<file path="config.mk">
export PLATFORM = sky130hd
export DESIGN_NAME = heap_array_allocator
export DESIGN_NICKNAME = d
export VERILOG_FILES = /design/src/rtl/heap_alloc_pkg.sv /design/src/rtl/freed_array_stack.sv /design/src/rtl/heap_array_allocator.sv
export SDC_FILE = /design/constraint.sdc
export NUM_CORES = 1
export LEC_CHECK = 0
export BUFFER_PORTS_ARGS = -buffer_cell sky130_fd_sc_hd__buf_2
export CAP_MARGIN = 25
export CORE_MARGIN = 4
export CORE_UTILIZATION = 48
export CTS_CLUSTER_DIAMETER = 200
export DETAILED_ROUTE_END_ITERATION = 6
export HOLD_SLACK_MARGIN = 0.15
export PLACE_DENSITY = 0.77
export SETUP_SLACK_MARGIN = 0.02
export SLEW_MARGIN = 20
export SYNTH_ARGS = -nofsm -noshare
export SYNTH_HDL_FRONTEND = slang
export SYNTH_SLANG_ARGS = --single-unit
</file>
<file path="constraint.sdc">
create_clock -name clock -period 6 [get_ports clock]
set_input_delay 0.3 -clock clock [delete_from_list [all_inputs] [get_ports clock]]
set_output_delay 0.3 -clock clock [all_outputs]
set_load 0.05 [all_outputs]
</file>
<file path="src/rtl/heap_alloc_pkg.sv">
// -----------------------------------------------------------------------------
// heap_alloc_pkg
//   Shared definitions for the heap array allocator:
//     - default sizing parameters (array-number width, area size, array count,
//       total heap words)
//     - allocator FSM state encoding
//     - request-op encoding carried on req_free
// -----------------------------------------------------------------------------
package heap_alloc_pkg;

  localparam int MEM_ELEM_WIDTH_DEF = 12;
  localparam int N_AREA_DEF         = 7;
  localparam int N_ARRAYS_DEF       = 4;
  localparam int N_HEAP_DEF         = 28;

  typedef enum logic [1:0] {
    ST_IDLE  = 2'd0,
    ST_CLEAR = 2'd1,
    ST_RESP  = 2'd2
  } state_e;

  // Encoding of req_free
  localparam logic OP_ALLOC = 1'b0;
  localparam logic OP_FREE  = 1'b1;

endpackage : heap_alloc_pkg

</file>
<file path="src/rtl/freed_array_stack.sv">
// -----------------------------------------------------------------------------
// freed_array_stack
//   LIFO of released array numbers. Push and pop are never asserted in the
//   same cycle; the owner never pushes when full nor pops when empty.
//
//   Ports:
//     clock, reset  : clock, asynchronous active-high reset
//     push, push_data : store push_data on top of the stack
//     pop           : discard the current top entry
//     top           : current top entry (0 when empty)
//     depth         : number of stored entries
//     full, empty   : depth == Depth / depth == 0
// -----------------------------------------------------------------------------
module freed_array_stack #(
  parameter int Width = 12,
  parameter int Depth = 4
) (
  input  logic             clock,
  input  logic             reset,
  input  logic             push,
  input  logic [Width-1:0] push_data,
  input  logic             pop,
  output logic [Width-1:0] top,
  output logic [Width-1:0] depth,
  output logic             full,
  output logic             empty
);

  localparam int AW = (Depth > 1) ? $clog2(Depth) : 1;

  logic [Width-1:0] depth_q;
  logic [Width-1:0] entry_rd [Depth];
  logic [AW-1:0]    top_idx;

  assign empty   = (depth_q == '0);
  assign full    = (depth_q == Width'(Depth));
  assign depth   = depth_q;
  // depth_q-1 always fits the index width while the stack is non-empty
  assign top_idx = AW'(depth_q - 1'b1);
  assign top     = empty ? '0 : entry_rd[top_idx];

  always_ff @(posedge clock or posedge reset) begin
    if (reset) begin
      depth_q <= '0;
    end else if (push) begin
      depth_q <= depth_q + 1'b1;
    end else if (pop) begin
      depth_q <= depth_q - 1'b1;
    end
  end

  genvar gi;
  generate
    for (gi = 0; gi < Depth; gi++) begin : g_entry
      logic [Width-1:0] entry_q;

      always_ff @(posedge clock or posedge reset) begin
        if (reset) begin
          entry_q <= '0;
        end else if (push && (depth_q == Width'(gi))) begin
          entry_q <= push_data;
        end
      end

      assign entry_rd[gi] = entry_q;
    end
  endgenerate

endmodule : freed_array_stack

</file>
<file path="src/rtl/heap_array_allocator.sv">
// -----------------------------------------------------------------------------
// heap_array_allocator
//   Serves "array" (allocate) and "free" requests for the zero-VM core. An
//   array number N owns heap words N*NArea .. N*NArea+NArea-1. Released
//   numbers are reused LIFO before fresh numbers are drawn from the
//   high-water counter. Also holds the per-array size table.
//
//   Optional feature macro: HEAP_ALLOC_CLEAR_EN
//     defined   : every successful allocate zeroes its heap area (NArea
//                 writes on heap_we/heap_addr/heap_wdata) before responding
//     undefined : heap write port tied to 0, response one cycle after accept
//
//   Ports:
//     clock, reset          : clock, asynchronous active-high reset
//     req_valid/req_ready   : request handshake (ready only in IDLE)
//     req_free, req_array   : 0 = allocate, 1 = free req_array
//     rsp_valid             : one-cycle response pulse
//     rsp_array, rsp_error  : result, held between pulses
//     len_we/len_array/len_index : element write, grows size table entry
//     size_array/size_data  : combinational size-table read
//     heap_we/heap_addr/heap_wdata : heap clear write port
//     allocs                : high-water count of issued numbers
//     freed_top             : freed-stack depth
// -----------------------------------------------------------------------------
module heap_array_allocator
  import heap_alloc_pkg::*;
#(
  parameter int MemoryElementWidth = MEM_ELEM_WIDTH_DEF,
  parameter int NArea              = N_AREA_DEF,
  parameter int NArrays            = N_ARRAYS_DEF,
  parameter int NHeap              = N_HEAP_DEF
) (
  input  logic                          clock,
  input  logic                          reset,
  input  logic                          req_valid,
  output logic                          req_ready,
  input  logic                          req_free,
  input  logic [MemoryElementWidth-1:0] req_array,
  output logic                          rsp_valid,
  output logic [MemoryElementWidth-1:0] rsp_array,
  output logic                          rsp_error,
  input  logic                          len_we,
  input  logic [MemoryElementWidth-1:0] len_array,
  input  logic [MemoryElementWidth-1:0] len_index,
  input  logic [MemoryElementWidth-1:0] size_array,
  output logic [MemoryElementWidth-1:0] size_data,
  output logic                          heap_we,
  output logic [MemoryElementWidth-1:0] heap_addr,
  output logic [MemoryElementWidth-1:0] heap_wdata,
  output logic [MemoryElementWidth-1:0] allocs,
  output logic [MemoryElementWidth-1:0] freed_top
);

  localparam int MW = MemoryElementWidth;
  localparam int AW = (NArrays > 1) ? $clog2(NArrays) : 1;

  generate
    if (NHeap != NArea * NArrays) begin : g_cfg_check
      $error("heap_array_allocator: NHeap must equal NArea*NArrays");
    end
  endgenerate

  // ---------------------------------------------------------------------------
  // Registers
  // ---------------------------------------------------------------------------
  state_e          state_q;
  logic            req_ready_q;
  logic            rsp_valid_q;
  logic [MW-1:0]   rsp_array_q;
  logic            rsp_error_q;
  logic [MW-1:0]   allocs_q;

  // ---------------------------------------------------------------------------
  // Freed-number stack
  // ---------------------------------------------------------------------------
  logic          stk_push;
  logic          stk_pop;
  logic [MW-1:0] stk_top;
  logic [MW-1:0] stk_depth;
  logic          stk_full;
  logic          stk_empty;

  freed_array_stack #(
    .Width (MW),
    .Depth (NArrays)
  ) u_freed_stack (
    .clock     (clock),
    .reset     (reset),
    .push      (stk_push),
    .push_data (req_array),
    .pop       (stk_pop),
    .top       (stk_top),
    .depth     (stk_depth),
    .full      (stk_full),
    .empty     (stk_empty)
  );

  // ---------------------------------------------------------------------------
  // Request decode. All bookkeeping (stack, counter, size zeroing) commits on
  // the accepting edge; only the response is deferred.
  // ---------------------------------------------------------------------------
  logic          accept;
  logic          is_alloc;
  logic          from_stack;
  logic          cnt_avail;
  logic          alloc_ok;
  logic          free_ok;
  logic [MW-1:0] alloc_num;
  logic [MW-1:0] res_array_d;
  logic          res_error_d;
  logic [MW-1:0] allocs_d;

  assign accept     = req_valid && req_ready_q;
  assign is_alloc   = (req_free == OP_ALLOC);
  assign from_stack = !stk_empty;
  assign cnt_avail  = (allocs_q < MW'(NArrays));
  assign alloc_num  = from_stack ? stk_top : allocs_q;
  assign alloc_ok   = accept && is_alloc && (from_stack || cnt_avail);
  assign free_ok    = accept && (req_free == OP_FREE) &&
                      (req_array < allocs_q) && !stk_full;

  assign stk_push   = free_ok;
  assign stk_pop    = alloc_ok && from_stack;

  assign allocs_d    = (alloc_ok && !from_stack) ? allocs_q + 1'b1 : allocs_q;
  assign res_array_d = is_alloc ? (alloc_ok ? alloc_num : '0) : req_array;
  assign res_error_d = is_alloc ? !alloc_ok : !free_ok;

  // ---------------------------------------------------------------------------
  // Optional heap clear datapath
  // ---------------------------------------------------------------------------
`ifdef HEAP_ALLOC_CLEAR_EN
  localparam logic [MW-1:0] NAREA_W = MW'(NArea);

  logic          heap_we_q;
  logic [MW-1:0] heap_addr_q;
  logic [MW-1:0] clr_cnt_q;
  logic [MW-1:0] pend_array_q;
  logic [MW-1:0] base_addr;
  logic          clr_last;

  assign base_addr  = alloc_num * NAREA_W;
  assign clr_last   = (clr_cnt_q == MW'(NArea - 1));
  assign heap_we    = heap_we_q;
  assign heap_addr  = heap_addr_q;
  assign heap_wdata = '0;
`else
  assign heap_we    = 1'b0;
  assign heap_addr  = '0;
  assign heap_wdata = '0;
`endif

  // ---------------------------------------------------------------------------
  // Control FSM with registered outputs
  // ---------------------------------------------------------------------------
  always_ff @(posedge clock or posedge reset) begin
    if (reset) begin
      state_q      <= ST_IDLE;
      req_ready_q  <= 1'b1;
      rsp_valid_q  <= 1'b0;
      rsp_array_q  <= '0;
      rsp_error_q  <= 1'b0;
      allocs_q     <= '0;
`ifdef HEAP_ALLOC_CLEAR_EN
      heap_we_q    <= 1'b0;
      heap_addr_q  <= '0;
      clr_cnt_q    <= '0;
      pend_array_q <= '0;
`endif
    end else begin
      rsp_valid_q <= 1'b0;
      allocs_q    <= allocs_d;
      case (state_q)
        ST_IDLE: begin
          if (accept) begin
            req_ready_q <= 1'b0;
`ifdef HEAP_ALLOC_CLEAR_EN
            // Only successful allocates clear; failures respond directly
            if (alloc_ok) begin
              state_q      <= ST_CLEAR;
              heap_we_q    <= 1'b1;
              heap_addr_q  <= base_addr;
              clr_cnt_q    <= '0;
              pend_array_q <= alloc_num;
            end else
`endif
            begin
              state_q     <= ST_RESP;
              rsp_valid_q <= 1'b1;
              rsp_array_q <= res_array_d;
              rsp_error_q <= res_error_d;
            end
          end
        end

        ST_CLEAR: begin
`ifdef HEAP_ALLOC_CLEAR_EN
          if (clr_last) begin
            state_q     <= ST_RESP;
            heap_we_q   <= 1'b0;
            heap_addr_q <= '0;
            rsp_valid_q <= 1'b1;
            rsp_array_q <= pend_array_q;
            rsp_error_q <= 1'b0;
          end else begin
            clr_cnt_q   <= clr_cnt_q + 1'b1;
            heap_addr_q <= heap_addr_q + 1'b1;
          end
`else
          state_q     <= ST_IDLE;
          req_ready_q <= 1'b1;
`endif
        end

        ST_RESP: begin
          state_q     <= ST_IDLE;
          req_ready_q <= 1'b1;
        end

        default: begin
          state_q     <= ST_IDLE;
          req_ready_q <= 1'b1;
        end
      endcase
    end
  end

  assign req_ready = req_ready_q;
  assign rsp_valid = rsp_valid_q;
  assign rsp_array = rsp_array_q;
  assign rsp_error = rsp_error_q;
  assign allocs    = allocs_q;
  assign freed_top = stk_depth;

  // ---------------------------------------------------------------------------
  // Size table. An allocation zeroing an entry beats a same-cycle length
  // update to it. Length growth is modulo 2^MW, so index all-ones yields 0
  // and never grows the entry.
  // ---------------------------------------------------------------------------
  logic [MW-1:0] len_plus1;
  logic [MW-1:0] size_rd [NArrays];

  assign len_plus1 = len_index + 1'b1;

  genvar gi;
  generate
    for (gi = 0; gi < NArrays; gi++) begin : g_size
      logic [MW-1:0] size_q;

      always_ff @(posedge clock or posedge reset) begin
        if (reset) begin
          size_q <= '0;
        end else if (alloc_ok && (alloc_num == MW'(gi))) begin
          size_q <= '0;
        end else if (len_we && (len_array == MW'(gi)) && (size_q < len_plus1)) begin
          size_q <= len_plus1;
        end
      end

      assign size_rd[gi] = size_q;
    end
  endgenerate

  assign size_data = (size_array < MW'(NArrays)) ? size_rd[size_array[AW-1:0]] : '0;

endmodule : heap_array_allocator

</file>
==> results.json <==
{
  "synth.distinct_cells": 60,
  "port_buffers": 103,
  "synth-edff-count": 0,
  "yosysTopAreaCell": "dfrtp_1",
  "final_layout_size_suffix_gt1_frac": 0.257,
  "via_per_inst": 5.52,
  "cp-start-kind": "flop",
  "synthFlopType": "dfrtp_1",
  "path_class": "flop to flop",
  "core_area_um2": 16600,
  "first_pass_iters": 5,
  "nets": 951,
  "dp_hpwl_um": 13600,
  "setup.worst_path.start": "u_freed_stack.depth[0]",
  "required_ns": 6.25,
  "synth.top_cell.area_share": 0.417,
  "fin_skew_ns": 0.00908,
  "cts_tree": "done",
  "row_count": 47,
  "place_area_um2": 8590,
  "diodes": 0,
  "yosysMostFrequentCell": "dfrtp_1",
  "stdcell_area_um2": 9230,
  "die_w_um": 138,
  "drv_slew": 0,
  "fill_cells": 1418,
  "setup_viol": 0,
  "start_util": 0.488,
  "fin_util": 0.556,
  "io_pins": 129,
  "drt_iter0_markers": 462,
  "regToRegSetupSlack_ns": 1.38,
  "cts_root_buf": "clkbuf_16",
  "clock_sinks": 136,
  "synthArstFlopShare": 1.00,
  "synth-seq-cells": 136,
  "endpoint": "g_size[2].size_q[10]",
  "finalSetupTns_ns": 0,
  "min_path_type": "primary input to flop",
  "synth.area.top_cells": "dfrtp_1 (42%), ha_1 (7.1%), mux2_2 (6.7%)",
  "period_needed_ns": 4.62,
  "yosys-top-cells-count": "dfrtp_1 (135), nand2_1 (79), nor2_1 (72)",
  "powerDensity_nw_per_um2": 234,
  "cts.clk_slew.worst_paths_ns": 0.06,
  "syn_inst": 770,
  "route.detailed.drc": 0,
  "hold_viol": 0,
  "status": "finished clean",
  "worstSkewPairLatency_ns": 0.43,
  "wl_per_cell_um": 17.5,
  "r2r_cells": 10,
  "ant_nets": 0,
  "fp.dieH_um": 138,
  "routed_wl_um": 19000,
  "min_period_over_period": 0.770,
  "rsz0062_at_grt": "false",
  "grt.overflow.total": 0,
  "p_leak_nw": 4.53,
  "drv_cap": 0,
  "cts_setup_buffers": 0,
  "antenna_found_initial": 0,
  "grt_pass1_wl_um": 30400,
  "cts_made_buffers": 17,
  "critPathMaxFanout": 18,
  "clock.fmax_mhz": 217,
  "ys.warnings.count": 0,
  "gp_congestion": 0.827,
  "syn_avg_cell_area_um2": 10.5,
  "synth_area_um2": 8100,
  "grt_start_max_net_pins": 87,
  "clk_path_buf_depth": 2,
  "r2r-start": "u_freed_stack.depth[0]",
  "slew_headroom": 0.321,
  "htreeDepth": 4,
  "total_power_w": 0.00216,
  "yosysSeqAreaShare": 0.420,
  "timing.hold.ws_ns": 0.182,
  "syn_to_final_growth_pct": 14.0,
  "vias": 5984,
  "rr_endpoint": "g_size[2].size_q[10]",
  "worst_pin_slew_ns": 1.01,
  "grtUsageTotal": 0.207,
  "endpoint_kind": "flop",
  "worstPathArrival_ns": 4.86,
  "dieArea_um2": 19000,
  "peakVddDrop_mv": 0.205,
  "grt_pass1_vias": 5918
}
[cells by family (layout without fill, tap and decap cells)]
family          count (synthesis)  in the layout  synth area share
simple gates                  234            234             0.138
mux                           105            105             0.175
flops                         136            136             0.420
buf+inv                       101            172            0.0660
xor+xnor                       25             25            0.0270
other cells                     1             25          0.000463
fa+ha+maj                      54             54            0.0811
compound gates                114            114            0.0923
[stage by stage]
step,setup WS [ns],cells
finish,1.38,1085
global route,0.840,1085
CTS,1.37,1084
detailed placement,1.48,1050
global placement,1.60,1050
floorplan,1.99,794
[layout make-up]
class / count / area (um^2) / area share
inverter: 32 / 125 / 0.0136
timing repair buffer: 108 / 562 / 0.0609
clock buffer: 22 / 464 / 0.0503
clock inverter: 10 / 144 / 0.0156
multi-input combinational: 557 / 4250 / 0.461
sequential: 136 / 3400 / 0.369
tap: 220 / 275 / 0.0298
[sequential cells by signal, summed over array words and instances, names as in the netlist]
signal / count
allocs: 12
u_freed_stack.g_entry.entry_q: 48
g_size.size_q: 48
req_ready: 1
rsp_array: 12
u_freed_stack.depth: 12
rsp_valid: 1
state_q: 1
rsp_error: 1
[worst max-delay path, cell delays in order, from the launching register on]
cell,delay [ns]
dfrtp_1,0.88
inv_1,0.26
ha_1,0.86
mux4_2,0.60
nor4_1,0.32
nand3_1,0.12
o21a_1,0.16
nor3_1,0.25
nand2_1,0.08
nor2_1,0.78
a211oi_1,0.12
[cell usage in the layout, fill, tap and decap left out, types with 6 or more instances in the layout]
master       n
a211oi_1    22
a21o_1       8
a21oi_1     45
and3_1       6
buf_2      103
clkbuf_16   17
conb_1      25
dfrtp_1    135
ha_1        46
inv_1       31
maj3_1       7
mux2_2      48
mux2i_1     32
mux4_2      24
nand2_1     79
nand3_1     14
nand4_1      7
nor2_1      70
nor2b_1     13
nor3_1       9
nor4_1       6
o211ai_1     9
o21ai_0      7
xnor2_1     16
xor2_1       9
[layer usage]
layer	vias to the layer above	wire, um	share of wire	global-route usage
met4	0	251	0.013	0.0609
met5	-	0	0	0
met3	27	956	0.050	0.0450
li1	2850	-	-	-
met1	2948	8320	0.44	0.276
met2	159	9430	0.50	0.342
[power breakdown]
group          internal, W  leakage (nW)  switching, W
Combinational    0.0000458          2.36      0.000115
Sequential        0.000923          1.87    0.00000473
Clock             0.000677         0.287      0.000396
[repair_timing]
item	4_1_cts	5_1_grt
hold endpoints to repair	85	0
resized for setup	0	0
hold buffers	2	0
[worst min path at each step]
stage | from | end | cells past startpoint
final | req_array[0] | u_freed_stack.g_entry[3].entry_q[0] | 2
after global routing | req_array[0] | u_freed_stack.g_entry[3].entry_q[0] | 2
after CTS | req_array[0] | u_freed_stack.g_entry[3].entry_q[0] | 2
after detailed placement | allocs[10] | allocs[10] | 0
after global placement | allocs[3] | allocs[3] | 0
after floorplan | state_q[1] | state_q[1] | 1
No activity file was read; power rests on OpenSTA's default activity.
